**config.mk**
```make
export PLATFORM = sky130hd
export DESIGN_NAME = stream_mux_rr
export DESIGN_NICKNAME = d
export VERILOG_FILES = /design/src/rtl/stream_mux_rr.sv
export SDC_FILE = /design/constraint.sdc
export NUM_CORES = 1
export LEC_CHECK = 0
export CORE_AREA = 5 5 63 53
export DETAILED_ROUTE_END_ITERATION = 8
export DIE_AREA = 0 0 68 58
export PLACE_DENSITY = 0.76
export SETUP_SLACK_MARGIN = 0.5
export SYNTH_ARGS = -nofsm -noshare
export SYNTH_HDL_FRONTEND = slang
export SYNTH_SLANG_ARGS = --single-unit
export TNS_END_PERCENT = 5
```
**constraint.sdc**
```tcl
create_clock -name clk -period 2.1 [get_ports clk]
set_input_delay 0.42 -clock clk [delete_from_list [all_inputs] [get_ports clk]]
set_output_delay 0.42 -clock clk [all_outputs]
set_load 0.02 [all_outputs]
```
**src/rtl/stream_mux_rr.sv**
```systemverilog
// N-channel registered stream mux with round-robin arbitration and source index.
// Define STREAM_MUX_FIXED_PRIO_EN for fixed lowest-index-wins arbitration.
module stream_mux_rr #(
  parameter int N     = 4,
  parameter int WIDTH = 8,
  localparam int SEL_W = $clog2(N)
) (
  input  logic                 clk,
  input  logic                 rst,
  input  logic [N-1:0]         in_valid,
  input  logic [N*WIDTH-1:0]   in_data,
  output logic [N-1:0]         in_ready,
  output logic                 out_valid,
  output logic [WIDTH-1:0]     out_data,
  output logic [SEL_W-1:0]     out_sel,
  input  logic                 out_ready
);

  logic [N-1:0][WIDTH-1:0] ch_data;
  logic [SEL_W-1:0]        start, gnt;
  logic                    load_en, any_vld, found;
  int                      idx;

  assign ch_data = in_data;
  assign load_en = !out_valid || out_ready;
  assign any_vld = |in_valid;

`ifdef STREAM_MUX_FIXED_PRIO_EN
  assign start = '0;
`else
  logic [SEL_W-1:0] ptr;
  assign start = ptr;
`endif

  // First valid channel at or after start, wrapping at N-1 (not 2^SEL_W-1).
  always_comb begin
    gnt   = '0;
    found = 1'b0;
    idx   = 0;
    for (int k = 0; k < N; k++) begin
      idx = int'(start) + k;
      if (idx >= N) idx = idx - N;
      if (!found && in_valid[idx[SEL_W-1:0]]) begin
        gnt   = idx[SEL_W-1:0];
        found = 1'b1;
      end
    end
  end

  always_comb begin
    in_ready = '0;
    if (!rst && load_en && any_vld) in_ready[gnt] = 1'b1;
  end

  always_ff @(posedge clk) begin
    if (rst) begin
      out_valid <= 1'b0;
      out_data  <= '0;
      out_sel   <= '0;
`ifndef STREAM_MUX_FIXED_PRIO_EN
      ptr       <= '0;
`endif
    end else if (load_en) begin
      if (any_vld) begin
        out_valid <= 1'b1;
        out_data  <= ch_data[gnt];
        out_sel   <= gnt;
`ifndef STREAM_MUX_FIXED_PRIO_EN
        ptr       <= (gnt == SEL_W'(N-1)) ? '0 : gnt + 1'b1;
`endif
      end else begin
        out_valid <= 1'b0;
      end
    end
  end

endmodule

```
==> run metrics <==
leakage 0.731 nW; Sink Count 13; I/O Buffers 53; Max Root-Sink Buffers 2; final setup fails 3; met3 usage 2.13%; hold_buf cts 0; vias in the first global route 1227; CTS tree yes; area share of the largest cell type after synthesis 28.0%; synth warn 0; RR Endpoint out_data[7]$_SDFFE_PP0P_; ANT cells 0; most used routing layer in global routing met2; final hold vios 0; synthesized area 928 sq um; Pwr Density 569 nW/um^2; worst-path fanout max 6; Layout Skew 0.00762 ns; DP HPWL 2590 um; WHS 0.458 ns; share of cells above drive strength 1 41.0%; worst skew pair latency 0.29 ns; Synthesized Nets 146; synth unique cells 29; Setup crit end in_ready[1]; Post-Layout Cell Count 216; Worst Setup SP ptr[1]$_SDFFE_PP0P_; failing checks setup timing; H-tree levels 1; met1 Track Usage GR 22.7%; sequential-to-total area share from yosys stat 28.0%; FFs w/ async S/R, synth 0%; Worst VDD drop 0.221 mV; Final Instance Area 1840 sq um; DRT iter0 DRCs 52; Main synth FF type dfxtp_1; met2 usage 35.2%; fin crit share 104%; final slew viol count 0; reg2reg path depth 6; MaxCap Viol Count 0; Die H 58 um; Critical Path End Type output port; first-pass GRT wire length 5800 um; TNS Setup -0.205 ns; CTS Buf Count 3; routed len/inst 17.0 um; type of the worst setup path reg2out; hold_sp out_sel[1]$_SDFFE_PP0P_; PnR worst setup slack -0.0888 ns; Rows 17; status finished, violations left; Worst-path clk slew 0.09 ns; Synth area leader dfxtp_1; crit-path cells mux2i_2 -> or2_1 -> and2_4 -> buf_6 -> nor4b_4 -> buf_4; io pins 54; critical path arrival 1.77 ns; synthesis-to-finish area growth 98.7%; post-synthesis average cell area 8.76 sq um; Remaining DRCs 0; Die W 68 um; RD Place Congestion 0.800; Starting Density 34.9%; HP Class reg2reg; vias per cell 5.18; NumNets Final 219; via count 1119; f_max 457 MHz; startpoint type of the worst setup path register; ANT nets after route 0; die area 3940 sq um; Placed Instances 207; Seq cells post-synth 13; fin crit period 2.19 ns; Post-Synthesis Cells 106; CP required 1.68 ns; initial antenna violation count 0; total routed wirelength 3680 um; EDFF count, synth 0; Tot GR Track Use 19.2%; Overflow after GRT 0; DP Area 1650 sq um; Relative slew margins 73.7%; RSZ-0062 raised after global routing yes; drt first pass iters 4; clk root buf clkbuf_4; reg2reg setup slack 0.37 ns; ranking of synthesized cells by area dfxtp_1, a211oi_1, a21boi_0; largest net degree at the start of global routing 17; Slew @ Worst Pin 0.393 ns; CP max stage cell dfxtp_4; Core ar. 2660 sq um; CP peak stage delay 0.40 ns; reg2reg start ptr[1]$_SDFFE_PP0P_
[power breakdown]
group          leakage, nW  switching (W)  internal (W)
Combinational        0.605       0.000287      0.000283
Clock               0.0177      0.0000988     0.0000709
Sequential           0.109      0.0000255      0.000284
[metrics by stage]
step / utilization, % / setup WS [ns] / total power (W)
6_report: 69.4 / -0.0888 / 0.00105
5_1_grt: 69.4 / -0.185 / 0.00111
4_1_cts: 67.8 / -0.0127 / 0.00102
3_5_place_dp: 62.0 / -0.840 / 0.000804
3_3_place_gp: 62.0 / -0.764 / 0.000789
2_1_floorplan: - / 0.216 / 0.000597
[registers in the layout (all words and copies together) (netlist names)]
| name | cells |
|---|---|
| out_valid | 1 |
| ptr | 2 |
| out_sel | 2 |
| out_data | 8 |
[per-layer routing]
layer,vias to the layer above,routed length [um]
met1,531,1590
met3,5,151
met4,0,37
li1,549,-
met5,-,0
met2,34,1900
[synthesized netlist by cell type, types with 2 or more instances]
cell and n:
nor2_1 10, nand2_1 7, buf_6 4, clkbuf_1 3, nor4_2 4, a211oi_2 2, nor4_1 6, inv_1 3
a21oi_1 6, a21boi_1 8, a21boi_0 9, a211oi_1 15, dfxtp_1 13
[placed cells by master, fill, tap and decap left out, drive strengths merged]
master,count
clkdlybuf4s50,33
buf,32
a211oi,17
a21boi,17
dfxtp,13
dlygate4sd2,11
nor2,10
nor4,10
nand2,7
a21oi,6
clkbuf,3
inv,3
nor4b,2
mux2i,1
or2,1
o32a,1
and2,1
nor2b,1
a311oi,1
nand2b,1
a21o,1
nor3b,1
o21ai,1
or3,1
ha,1
clkinv,1
clkdlybuf4s15,1
[worst min-delay path by stage]
stage / endpoint / slack, ns / cells after the start
after floorplan: ptr[1]$_SDFFE_PP0P_ / 0.49 / 2
after global placement: out_sel[1]$_SDFFE_PP0P_ / 0.45 / 2
final: out_sel[1]$_SDFFE_PP0P_ / 0.46 / 2
after CTS: out_sel[1]$_SDFFE_PP0P_ / 0.46 / 2
after detailed placement: out_sel[1]$_SDFFE_PP0P_ / 0.45 / 2
after global routing: out_sel[1]$_SDFFE_PP0P_ / 0.50 / 2
[logic make-up (layout without fill, tap and decap cells)]
kind of cell | count (synthesis) | after routing | synth area share, %
AO/OA/AOI/OAI | 44 | 44 | 36.5
adder cells (fa/ha/maj) | 1 | 1 | 1.35
buffers and inverters | 12 | 84 | 9.70
flip-flops | 13 | 13 | 28.0
multiplexers | 1 | 1 | 1.08
AND/OR/NAND/NOR | 35 | 35 | 23.3
[timing repair]
action	in CTS	in global routing
gates resized for setup	81	8
pin swaps	23	5
setup endpoints to repair	27	13
buffers inserted	5	0
cloned	0	0
[final cells by class]
type | count | area (sq um)
fill | 222 | 815
multi-input combinational | 81 | 768
timing repair buffer | 77 | 723
sequential | 13 | 267
tap | 38 | 47.5
clock buffer | 3 | 22.5
inverter | 3 | 11.3
clock inverter | 1 | 5.00
[worst max-delay path: cells and delay by family, from the launching register on]
family        cells  cell delay [ns]
flops             1             0.40
mux               1             0.23
simple gates      3             0.56
buf+inv           2             0.29
Note: power is estimated with default switching activity, not from simulation.
